<file path="config.mk">
export PLATFORM = sky130hd
export DESIGN_NAME = pc_sequencer
export DESIGN_NICKNAME = d
export VERILOG_FILES = /design/src/rtl/pc_seq_pkg.sv /design/src/rtl/pc_sequencer_ret_stack.sv /design/src/rtl/pc_sequencer.sv
export SDC_FILE = /design/constraint.sdc
export NUM_CORES = 1
export LEC_CHECK = 0
export ABC_AREA = 1
export CORE_MARGIN = 1.5
export CORE_UTILIZATION = 40
export CTS_CLUSTER_DIAMETER = 100
export CTS_CLUSTER_SIZE = 28
export DETAILED_ROUTE_END_ITERATION = 8
export PLACE_DENSITY = 0.67
export SYNTH_ARGS = -nofsm -noshare
export SYNTH_HDL_FRONTEND = slang
export SYNTH_SLANG_ARGS = --single-unit
export TNS_END_PERCENT = 20
</file>
<file path="constraint.sdc">
create_clock -name clk -period 2.2 [get_ports clk]
set_input_delay 0.33 -clock clk [delete_from_list [all_inputs] [get_ports clk]]
set_output_delay 0.33 -clock clk [all_outputs]
set_load 0.01 [all_outputs]
</file>
<file path="src/rtl/pc_seq_pkg.sv">
// Shared definitions for the PC sequencer: op encodings and the modular
// PC adder used for stepping, branching and return-address generation.
package pc_seq_pkg;

  // Working width of the adder. It must cover PC_W + 1 so that STEP can
  // be passed as a non-negative displacement. This limits PC_W to 32.
  localparam int MAX_W = 33;

  typedef enum logic [2:0] {
    OP_HOLD   = 3'd0,
    OP_NEXT   = 3'd1,
    OP_JUMP   = 3'd2,
    OP_BRANCH = 3'd3,
    OP_CALL   = 3'd4,
    OP_RET    = 3'd5
  } op_e;

  // Sign-extends the low deltaW bits of delta, adds it to base and reduces
  // the sum modulo 2^pcW. The result is {wrap, sum}. The wrap bit is set
  // when the exact sum leaves the range [0, 2^pcW).
  function automatic logic [MAX_W:0] addWrap(input logic [MAX_W-1:0] base,
                                             input logic [MAX_W-1:0] delta,
                                             input int deltaW,
                                             input int pcW);
    logic [MAX_W+1:0] highMask;
    logic [MAX_W+1:0] deltaWide;
    logic signed [MAX_W+1:0] ext;
    logic signed [MAX_W+1:0] sum;
    logic signed [MAX_W+1:0] lim;
    logic [MAX_W-1:0] res;
    logic sgn;
    highMask  = {(MAX_W+2){1'b1}} << deltaW;
    deltaWide = {2'b00, delta};
    sgn       = |(deltaWide & ((MAX_W+2)'(1) << (deltaW - 1)));
    ext       = sgn ? (deltaWide | highMask) : (deltaWide & ~highMask);
    sum       = $signed({2'b00, base}) + ext;
    lim       = (MAX_W+2)'(1) << pcW;
    res       = sum[MAX_W-1:0] & ~({MAX_W{1'b1}} << pcW);
    return {(sum < 0) || (sum >= lim), res};
  endfunction

endpackage

</file>
<file path="src/rtl/pc_sequencer_ret_stack.sv">
// LIFO of return addresses. The fill count drives full and empty, so the
// slot pointer never wraps.
module ret_stack #(
  parameter int W     = 8,
  parameter int DEPTH = 4
) (
  input  logic         clk_i,
  input  logic         reset_i,
  input  logic         push_i,
  input  logic         pop_i,
  input  logic [W-1:0] data_i,
  output logic [W-1:0] top_o,
  output logic         full_o,
  output logic         empty_o
);

  localparam int CW = $clog2(DEPTH + 1);
  localparam int AW = (DEPTH > 1) ? $clog2(DEPTH) : 1;

  logic [W-1:0]  mem_q [2**AW];
  logic [CW-1:0] cnt_q;
  logic [CW-1:0] cnt_d;
  logic [AW-1:0] wrIdx;
  logic [AW-1:0] rdIdx;
  logic          doPush;
  logic          doPop;

  assign full_o  = (cnt_q == CW'(DEPTH));
  assign empty_o = (cnt_q == '0);
  assign doPush  = push_i && !full_o;
  assign doPop   = pop_i && !empty_o && !push_i;
  assign wrIdx   = AW'(cnt_q);
  assign rdIdx   = AW'(cnt_q - 1'b1);
  assign top_o   = mem_q[rdIdx];

  always_comb begin
    cnt_d = cnt_q;
    if (doPush) begin
      cnt_d = cnt_q + 1'b1;
    end else if (doPop) begin
      cnt_d = cnt_q - 1'b1;
    end
  end

  always_ff @(posedge clk_i) begin
    if (!reset_i) begin
      cnt_q <= '0;
    end else begin
      cnt_q <= cnt_d;
    end
  end

  // Entries are left untouched on reset. An emptied stack never reads them.
  always_ff @(posedge clk_i) begin
    if (reset_i && doPush) begin
      mem_q[wrIdx] <= data_i;
    end
  end

endmodule

</file>
<file path="src/rtl/pc_sequencer.sv">
// Program-counter sequencer. It selects the next fetch address from step,
// jump, branch, call and return. It also tracks wrap and sticky stack errors.
module pc_sequencer
  import pc_seq_pkg::*;
#(
  parameter int              PC_W        = 8,
  parameter int              OFF_W       = 6,
  parameter int              STACK_DEPTH = 4,
  parameter logic [PC_W-1:0] RESET_VEC   = '0,
  parameter int              STEP        = 1
) (
  input  logic             clk,
  input  logic             reset,
  input  logic             en,
  input  logic [2:0]       op,
  input  logic [PC_W-1:0]  target,
  input  logic [OFF_W-1:0] offset,
  input  logic             cond,
  output logic [PC_W-1:0]  pc,
  output logic             stack_full,
  output logic             stack_empty,
  output logic             wrapped,
  output logic             err_ovf,
  output logic             err_udf
);

  logic [PC_W-1:0] pc_q, pc_d;
  logic            wrapped_q, wrapped_d;
  logic            errOvf_q, errOvf_d;
  logic            errUdf_q, errUdf_d;

  logic [MAX_W:0]  stepRes;
  logic [MAX_W:0]  branchRes;
  logic [PC_W-1:0] stepPc;
  logic            stepWrap;
  logic [PC_W-1:0] branchPc;
  logic            branchWrap;
  logic [PC_W-1:0] stackTop;
  logic            push;
  logic            pop;
  logic            unusedBits;

  assign stepRes    = addWrap(MAX_W'(pc_q), MAX_W'(STEP), PC_W + 1, PC_W);
  assign branchRes  = addWrap(MAX_W'(pc_q), MAX_W'(offset), OFF_W, PC_W);
  assign stepPc     = stepRes[PC_W-1:0];
  assign stepWrap   = stepRes[MAX_W];
  assign branchPc   = branchRes[PC_W-1:0];
  assign branchWrap = branchRes[MAX_W];
  assign unusedBits = ^{stepRes[MAX_W-1:PC_W], branchRes[MAX_W-1:PC_W]};

  ret_stack #(
    .W     (PC_W),
    .DEPTH (STACK_DEPTH)
  ) u_ret_stack (
    .clk_i   (clk),
    .reset_i (reset),
    .push_i  (push),
    .pop_i   (pop),
    .data_i  (stepPc),
    .top_o   (stackTop),
    .full_o  (stack_full),
    .empty_o (stack_empty)
  );

  // A CALL on a full stack and a RET on an empty stack both fall through to
  // a plain step. In that case the step's wrap rule still applies.
  always_comb begin
    pc_d      = pc_q;
    wrapped_d = 1'b0;
    errOvf_d  = errOvf_q;
    errUdf_d  = errUdf_q;
    push      = 1'b0;
    pop       = 1'b0;
    if (en) begin
      case (op_e'(op))
        OP_NEXT: begin
          pc_d      = stepPc;
          wrapped_d = stepWrap;
        end
        OP_JUMP: begin
          pc_d = target;
        end
        OP_BRANCH: begin
          pc_d      = cond ? branchPc : stepPc;
          wrapped_d = cond ? branchWrap : stepWrap;
        end
        OP_CALL: begin
          if (!stack_full) begin
            push = 1'b1;
            pc_d = target;
          end else begin
            pc_d      = stepPc;
            wrapped_d = stepWrap;
            errOvf_d  = 1'b1;
          end
        end
        OP_RET: begin
          if (!stack_empty) begin
            pop  = 1'b1;
            pc_d = stackTop;
          end else begin
            pc_d      = stepPc;
            wrapped_d = stepWrap;
            errUdf_d  = 1'b1;
          end
        end
        default: begin
          pc_d = pc_q;
        end
      endcase
    end
  end

  always_ff @(posedge clk) begin
    if (!reset) begin
      pc_q      <= RESET_VEC;
      wrapped_q <= 1'b0;
      errOvf_q  <= 1'b0;
      errUdf_q  <= 1'b0;
    end else begin
      pc_q      <= pc_d;
      wrapped_q <= wrapped_d;
      errOvf_q  <= errOvf_d;
      errUdf_q  <= errUdf_d;
    end
  end

  assign pc      = pc_q;
  assign wrapped = wrapped_q;
  assign err_ovf = errOvf_q;
  assign err_udf = errUdf_q;

endmodule

</file>
* After elaboration in Yosys (flattened, before gate mapping)
Memory sizes are Yosys's and may differ from the RTL's. Index checks and enable logic that the tools add are counted.
Operators by class: $lt $le $gt $ge 4, reduce and logical (&&, ||, !) cells 16, $add $sub $neg 4, mux-type cells 19, equality and inequality tests 6
Operator list (number):
- $pmux W8 S5 | 1
- $add A9 B35 Y35 | 1
- $ge A35 B10 Y1 const B | 1
- $lt A35 B1 Y1 const B | 1
- $mux W35 | 1
- $mux W8 | 3
- $mux W1 | 11
- $add A8 B1 Y9 const B | 1
- $eq A3 B3 Y1 const B | 3
- $ge A9 B9 Y1 const B | 1
- $lt A9 B1 Y1 const B | 1
- $eq A3 B2 Y1 const B | 2
- $mux W3 | 2
- $reduce_and A3 Y1 | 2
- $reduce_bool A5 Y1 | 1
- $logic_and A1 B1 Y1 | 4
- $pmux W1 S4 | 1
- $reduce_and A2 Y1 | 2
- $add A3 B1 Y3 const B | 1
- $eq A3 B1 Y1 const B | 1
- $logic_not A1 Y1 | 3
- $logic_not A3 Y1 | 1
- $sub A3 B1 Y3 const B | 1
- $logic_or A1 B1 Y1 | 2
- $reduce_bool A2 Y1 | 1
Word-level totals: output and inout port bits 13, word-level logic and storage cells 55, memories kept 1, bits in writable memories 32, flip-flop bits (word level) 14
Memory list:
- u_ret_stack.mem_q | depth 4, bits a word 8, read ports 1, clocked after Yosys merged registers in 0, write ports 1, RTL line pc_sequencer_ret_stack.sv:20 | logic [W-1:0] mem_q [2**AW];

* Logic depth before layout (Yosys ltp)
Gate-level depths: netlist of run 1.
depth after elaboration 8, gate-level depth with buffers 17, gate-level depth less buffers 17

* Modules after synthesis
Synthesis of run 1 repeated with hierarchy kept, for this count alone.
Second synthesis, totals: cell total of the unflattened synthesis 365, area total of the unflattened synthesis 3047.9 µm²
Modules (own cells, without submodules):
- ret_stack | instances 1, area an instance 1530.2 µm², cells each 129, sequential area each 1021.0 µm²
- pc_sequencer | instances 1, area an instance 1517.7 µm², cells each 236, sequential area each 220.2 µm²

* Least setup slack after synthesis of run 1
Ideal clock, no wire load.
path type reg-to-reg, from register u_ret_stack.cnt_q[0], to memory u_ret_stack.mem_q[1][0] (enable), stages on the path, launching flop included 11, library setup time 0.371 ns, slack -0.252 ns, arrival time 2.081 ns, path buffers 2, cells stage by stage dfxtp_1 -> buf_2 -> inv_2 -> buf_4 -> ha_1 -> ha_1 -> inv_1 -> nand3_1 -> inv_1 -> nand2_1 -> nor2_1
On the way: longest elaborated chain between the ends 8
Ends and longest elaborated chain:
- start: declaration | RTL line pc_sequencer_ret_stack.sv:21 | logic [CW-1:0] cnt_q;
- start signal: assignment | RTL line pc_sequencer_ret_stack.sv:49 | cnt_q <= cnt_d;
- $eq A3 B3 Y1 * | RTL line pc_sequencer_ret_stack.sv:28 | assign full_o = (cnt_q == CW'(DEPTH));
- named net stack_full | RTL line pc_sequencer.sv:20 | output logic stack_full,
- $mux W1 | RTL line pc_sequencer.sv:88 | if (!stack_full) begin
- $mux W1 | RTL line pc_sequencer.sv:75 | case (op_e'(op))
- $mux W1 | RTL line pc_sequencer.sv:74 | if (en) begin
- $logic_and A1 B1 Y1 * | RTL line pc_sequencer_ret_stack.sv:30 | assign doPush = push_i && !full_o;
- $logic_and A1 B1 Y1 * | RTL line pc_sequencer_ret_stack.sv:55 | if (reset_i && doPush) begin
- $mux W1 * | RTL line pc_sequencer_ret_stack.sv:55
- $mux W1 (not written as such) * | RTL line pc_sequencer_ret_stack.sv:56 | mem_q[wrIdx] <= data_i;
- end: declaration | RTL line pc_sequencer_ret_stack.sv:20
Mark *: on every way through the listed nets, which the timed path passes. The rest lies on a longest branch.

* Final worst setup path of run 1
from register u_ret_stack.cnt_q[1], to output port stack_empty
On the way: longest elaborated chain between the ends 1
Ends and longest elaborated chain:
- $logic_not A3 Y1 | RTL line pc_sequencer_ret_stack.sv:29 | assign empty_o = (cnt_q == '0);
- end: declaration | RTL line pc_sequencer.sv:21 | output logic stack_empty,
No other way between the ends.

==> results of run 1 <==
## logic make-up after synthesis
| kind of cell | synth area share, % |
|---|---|
| adder cells (fa/ha/maj) | 11.0 |
| AND/OR/NAND/NOR | 25.8 |
| XOR/XNOR | 2.03 |
| buffers and inverters | 8.15 |
| flip-flops | 41.0 |
| AO/OA/AOI/OAI | 12.0 |
## metal layers
metal / track usage, % / part of all wire, % / up-vias
met2: 34.9 / 51 / 52
li1: - / - / 1416
met3: 3.05 / 3.0 / 16
met5: 0 / 0 / -
met4: 8.07 / 2.4 / 0
met1: 24.3 / 43 / 1324
## flip-flops by register name (all words and copies together) (netlist names)
name and cells:
u_ret_stack.mem_q 32, err_udf 1, u_ret_stack.cnt_q 3, pc 8, wrapped 1, err_ovf 1
## repair_timing
item,CTS,global route
cloned,0,0
buffers inserted,0,1
resized for setup,15,36
setup endpoints to repair,2,2
pin swaps,8,16
## layout make-up
type	instances	area share, %
Multi-Input combinational cell	275	43.7
Sequential cell	46	30.9
Timing Repair Buffer	74	15.5
Inverter	52	4.83
Tap cell	99	3.06
Clock buffer	7	1.89
Clock inverter	1	0.186
## Yosys cell counts, drive strengths merged
cell / n
nand2: 96
xor2: 4
buf: 4
edfxtp: 32
o211ai: 3
a21oi: 23
dfxtp: 14
xnor2: 3
inv: 52
o311ai: 1
clkbuf: 1
ha: 25
nand3: 37
o22ai: 3
bufbuf: 1
a31oi: 2
nor3: 1
o221ai: 2
a41oi: 2
a21o: 1
nand4: 7
fa: 1
nor2: 38
o21ai: 24
or2: 1
o21bai: 1
## final timing paths
path                        start           to  slack, ns  cells past startpoint
max          u_ret_stack.cnt_q[1]  stack_empty       0.07                      4
min                       err_ovf      err_ovf       0.45                      2
max reg2reg                 pc[2]      wrapped       0.09                     16
min reg2reg               err_ovf      err_ovf       0.45                      2
## worst register-to-register path, stage by stage (launching register included)
cell	delay, ns
dfxtp_4	0.37
ha_4	0.30
nand2_2	0.06
nand2_1	0.06
nand2_1	0.05
nand2_1	0.06
nand2_1	0.07
nand3_2	0.11
inv_1	0.05
ha_1	0.27
nand4_1	0.09
nor2_1	0.16
nand3_2	0.09
a21oi_2	0.10
nand2_1	0.05
nand2_1	0.07
a21oi_2	0.05
## power by group through the flow
stage / combinational [mW] / sequential, mW / clock, mW
after CTS: 0.540 / 0.963 / 0.516
after global routing: 0.653 / 0.967 / 0.556
after global placement: 0.517 / 0.980 / 0
after floorplan: 0.262 / 0.995 / 0
final: 0.587 / 0.965 / 0.511
after detailed placement: 0.524 / 0.980 / 0
==> qor.yml, run 1 <==
cts_buffer_depth: 2
clock.fmax_mhz: 470
drv_slew: 0
power_frac_comb_pct: 28.5
antenna_left: 0
grt.overflow.total: 0
cpLargestDelayFamily: "buffers and inverters"
synth.area.top_cells: "edfxtp_1 32%, nand2_1 12%, ha_1 10%, dfxtp_1 9.3%, inv_1 6.1%"
grt_max_degree: 21
fillCellCount: 725
synth_seq_area_share_pct: 41.0
rsz0062_at_grt: "true"
worstMarginPinSlew_ns: 0.365
syn-instance-count: 379
clk_pin_slew_ns: 0.08
fin_area_um2: 4050
die-area_um2: 8090
syn-cell-area_um2: 3030
power_mw: 2.06
leakagePower_nw: 1.70
setup_viol: 0
io_buffers: 33
yosys.area.top_type_share_pct: 31.8
setup_slack_ns: 0.0742
crit_fanout: 5
clockRootBuffer: "clkbuf_8"
start_kind: "flop"
firstDrtPassIters: 4
p_sw_share_pct: 29.8
crit_slowest_cell: "clkdlybuf4s50_1"
routed_wirelength_um: 7890
num_rows: 31
hold_buffers: 0
max-vdd-ir-drop_mv: 0.276
fin_cells: 554
utilization_pct: 55.5
netSwitchingPower_mw: 0.615
cts_tree: "built"
antenna_cells: 0
dieHeight_um: 90.0
synthToLayoutAreaGrowth_pct: 33.7
place_area_um2: 3760
skew_ns: 0.00628
vias: 2808
antenna_found_initial: 0
setup_tns_ns: 0
dp_cells: 545
drtIter0Drc: 180
period_minus_slack_ns: 2.13
cap_violations: 0
layout_commonest_cell: "nand2_1"
synth_nets: 426
initial_core_util_pct: 41.5
synth_cell_types: 36
hold_path_class: "reg2reg"
fin_crit_sh_pct: 96.6
outcome: "finished clean"
cp.required_ns: 1.87
cts_made_buffers: 5
multi_input_area_um2: 1770
seqCellArea_um2: 1250
clock-sinks: 46
hpwl_um: 5970
crit_buf_inv: 2
insertion_delay_ns: 0.30
relSlewSlack_pct: 75.6
synth.largest_area_cell: "edfxtp_1"
die_w_um: 90.0
crit_chain: "inv_1, ha_1, ha_2, clkdlybuf4s50_1"
drive_above_1_share_pct: 23.5
p_seq_share_pct: 46.8
grt.total_usage_pct: 19.9
whs_ns: 0.453
critPathArrivalTime_ns: 1.80
grt_pass1_vias: 2695
powerDensity_nw_per_um2: 510
internal-power_mw: 1.45
ys_ff_latch: 46
crit_path_end_kind: "primary output"
yosysWarnings: 0
pin_count: 34
max_stage_delay_ns: 0.56
mostFrequentLayoutCells: "84 x nand2_1, 46 x inv_1, 41 x buf_4"
globalplace.congestion: 0.920
finalHoldViolations: 0
clkPwrFrac_pct: 24.8
wl_per_cell_um: 14.2
crit_type: "reg2out"
grt_pass1_wl_um: 12800
viasPerCell: 5.07
core_region_area_um2: 7290
dpl_worst_slack_ns: -0.544
cts_max_level: 2
drc: 0
avgSynthCellArea_um2: 7.98
final_nets: 501
Note: power is estimated with default switching activity, not from simulation.
==> inputs of run 2 (changes only) <==
Settings changed: CAP_MARGIN set to 40.
==> results of run 2 <==
The final DEF is identical to that of run 1; final timing and power are the same.
==> inputs of run 3 (changes only) <==
Settings changed: GPL_TIMING_DRIVEN set to 0, TNS_END_PERCENT 20 to 10.
==> qor.yml, run 3 (same netlist as run 1, synthesis figures left out) <==
skew_ns: 0.00666  # was 0.00628 ns
cap_violations: 0  # unchanged
wl_per_cell_um: 14.9  # was 14.2 um
crit_path_end_kind: "flop"  # was primary output
setup_slack_ns: -0.000294  # was 0.0742 ns
period_minus_slack_ns: 2.20  # was 2.13 ns
critPathArrivalTime_ns: 2.39  # was 1.80 ns
start_kind: "flop"  # unchanged
netSwitchingPower_mw: 0.624  # was 0.615 mW
final_nets: 482  # was 501
seqCellArea_um2: 1270  # was 1250 um^2
drc: 0  # unchanged
fin_cells: 535  # was 554
grt_pass1_vias: 2582  # was 2,695
power_frac_comb_pct: 26.1  # was 28.5%
r2r-end: "wrapped"  # unchanged
dieHeight_um: 90.0  # unchanged
clockRootBuffer: "clkbuf_8"  # unchanged
crit_type: "reg2reg"  # was reg2out
fin_crit_sh_pct: 100  # was 96.6%
fin_area_um2: 4060  # was 4050 um^2
hpwl_um: 5560  # was 5970 um
grt_max_degree: 20  # was 21
worstHoldStart: "err_ovf"  # unchanged
initial_core_util_pct: 41.5  # unchanged
grt.overflow.total: 0  # unchanged
largest_reg_flops: 32  # unchanged
cts_max_level: 2  # unchanged
layout_commonest_cell: "nand2_1"  # unchanged
clk_pin_slew_ns: 0.09  # was 0.08 ns
hold_path_end: "err_ovf"  # unchanged
mostFrequentLayoutCells: "84 x nand2_1, 46 x inv_1, 32 x edfxtp_1"  # was 84 x nand2_1, 46 x inv_1, 41 x buf_4
max-vdd-ir-drop_mv: 0.323  # was 0.276 mV
die_w_um: 90.0  # unchanged
core_region_area_um2: 7290  # unchanged
io_buffers: 33  # unchanged
multi_input_area_um2: 1830  # was 1770 um^2
relSlewSlack_pct: 67.3  # was 75.6%
reg2reg_depth: 15  # was 16
p_sw_share_pct: 30.6  # was 29.8%
cts_buffer_depth: 2  # unchanged
violations: "setup timing"
rsz0062_at_grt: "true"  # unchanged
whs_ns: 0.460  # was 0.453 ns
dpl_worst_slack_ns: -1.06  # was -0.544 ns
crit_fanout: 6  # was 5
cts_tree: "built"  # unchanged
regMostFlops: "u_ret_stack.mem_q"  # unchanged
outcome: "finished with violations"  # was finished clean
drv_slew: 0  # unchanged
internal-power_mw: 1.41  # was 1.45 mW
drive_above_1_share_pct: 22.2  # was 23.5%
routed_wirelength_um: 7950  # was 7890 um
antenna_found_initial: 0  # unchanged
whs_path_depth: 2  # unchanged
firstDrtPassIters: 4  # unchanged
pin_count: 34  # unchanged
leakagePower_nw: 1.70  # about the same
dp_cells: 511  # was 545
finalHoldViolations: 0  # unchanged
hold_path_class: "reg2reg"  # unchanged
cp.required_ns: 2.39  # was 1.87 ns
vias: 2751  # was 2,808
insertion_delay_ns: 0.30  # about the same
viasPerCell: 5.14  # was 5.07
worstReg2RegStart: "pc[0]"  # was pc[2]
globalplace.congestion: 0.854  # was 0.920
drtIter0Drc: 137  # was 180
place_area_um2: 3510  # was 3760 um^2
clkPwrFrac_pct: 25.9  # was 24.8%
clock.fmax_mhz: 454  # was 470 MHz
setup_viol: 1  # was 0
worstMarginPinSlew_ns: 0.490  # was 0.365 ns
cts_made_buffers: 5  # unchanged
num_rows: 31  # unchanged
die-area_um2: 8090  # unchanged
grt_pass1_wl_um: 12600  # was 12,800 um
p_seq_share_pct: 48.0  # was 46.8%
grt.total_usage_pct: 19.6  # was 19.9%
antenna_left: 0  # unchanged
powerDensity_nw_per_um2: 501  # was 510 nW/um^2
fillCellCount: 685  # was 725
synthToLayoutAreaGrowth_pct: 34.2  # was 33.7%
utilization_pct: 55.7  # was 55.5%
antenna_cells: 0  # unchanged
clock-sinks: 46  # unchanged
rrSetupSlack_ns: -0.0003  # was 0.09 ns
## run 3: cell count changes in the layout (fill, tap and decap cells not counted), moves of 3 or more
cell,previous run,this run
dfxtp_1,10,6
ha_4,8,12
ha_1,15,12
buf_12,0,3
buf_4,41,15
dfxtp_4,1,7
nand2_4,2,5
nand2_2,10,7
## run 3: per-layer routing
metal  global-route usage [%]  vias up  part of all wire [%]
met5                        0        -                     0
met4                     6.61        0                   1.9
met1                     24.7     1294                    44
met2                     34.4       58                    51
met3                     2.88       10                   3.1
li1                         -     1389                     -
## run 3: layout make-up
cell class	count	share of cell area, %
Sequential cell	46	31.2
Tap cell	99	3.05
Clock inverter	3	0.524
Clock buffer	5	1.69
Buffer	5	1.23
Multi-Input combinational cell	275	45.2
Timing Repair Buffer	50	12.1
Inverter	52	4.99
## run 3: worst max-delay path by stage
stage	startpoint	endpoint	slack, ns	cells past startpoint
final	pc[0]	wrapped	-0.0003	15
after global routing	pc[5]	wrapped	-0.17	14
after CTS	offset[2]	wrapped	-0.03	15
after detailed placement	offset[5]	wrapped	-1.06	15
after global placement	offset[5]	wrapped	-0.97	15
after floorplan	pc[0]	wrapped	-0.03	15
## run 3: repair_timing
action,4_1_cts,5_1_grt
pin swaps,15,13
resized for setup,53,26
setup endpoints to repair,46,36
setup buffers,7,10
hold buffers,0,0
## run 3: worst max-delay path, stage by stage (launching register included)
cell     delay [ns]
dfxtp_4        0.40
ha_4           0.16
fa_2           0.21
nand3_2        0.07
nand3_2        0.08
nand3_2        0.09
nand2_4        0.14
nand2_4        0.06
ha_4           0.26
nand4_1        0.09
nor2_1         0.10
nand3_1        0.13
a21oi_2        0.13
nand2_1        0.06
nand2_1        0.07
a21oi_2        0.05
## run 3: power groups by stage
| stage | clock network (mW) | registers [mW] | logic (mW) |
|---|---|---|---|
| floorplan | 0 | 0.995 | 0.262 |
| global placement | 0 | 0.998 | 0.410 |
| detailed placement | 0 | 0.998 | 0.420 |
| CTS | 0.537 | 0.984 | 0.484 |
| global route | 0.566 | 0.981 | 0.590 |
| finish | 0.527 | 0.976 | 0.532 |
## run 3: through the flow
step	total power [mW]	setup TNS, ns
finish	2.03	-0.000294
global route	2.14	-0.352
CTS	2.00	-0.0310
detailed placement	1.42	-14.46
global placement	1.41	-11.92
floorplan	1.26	-0.0259
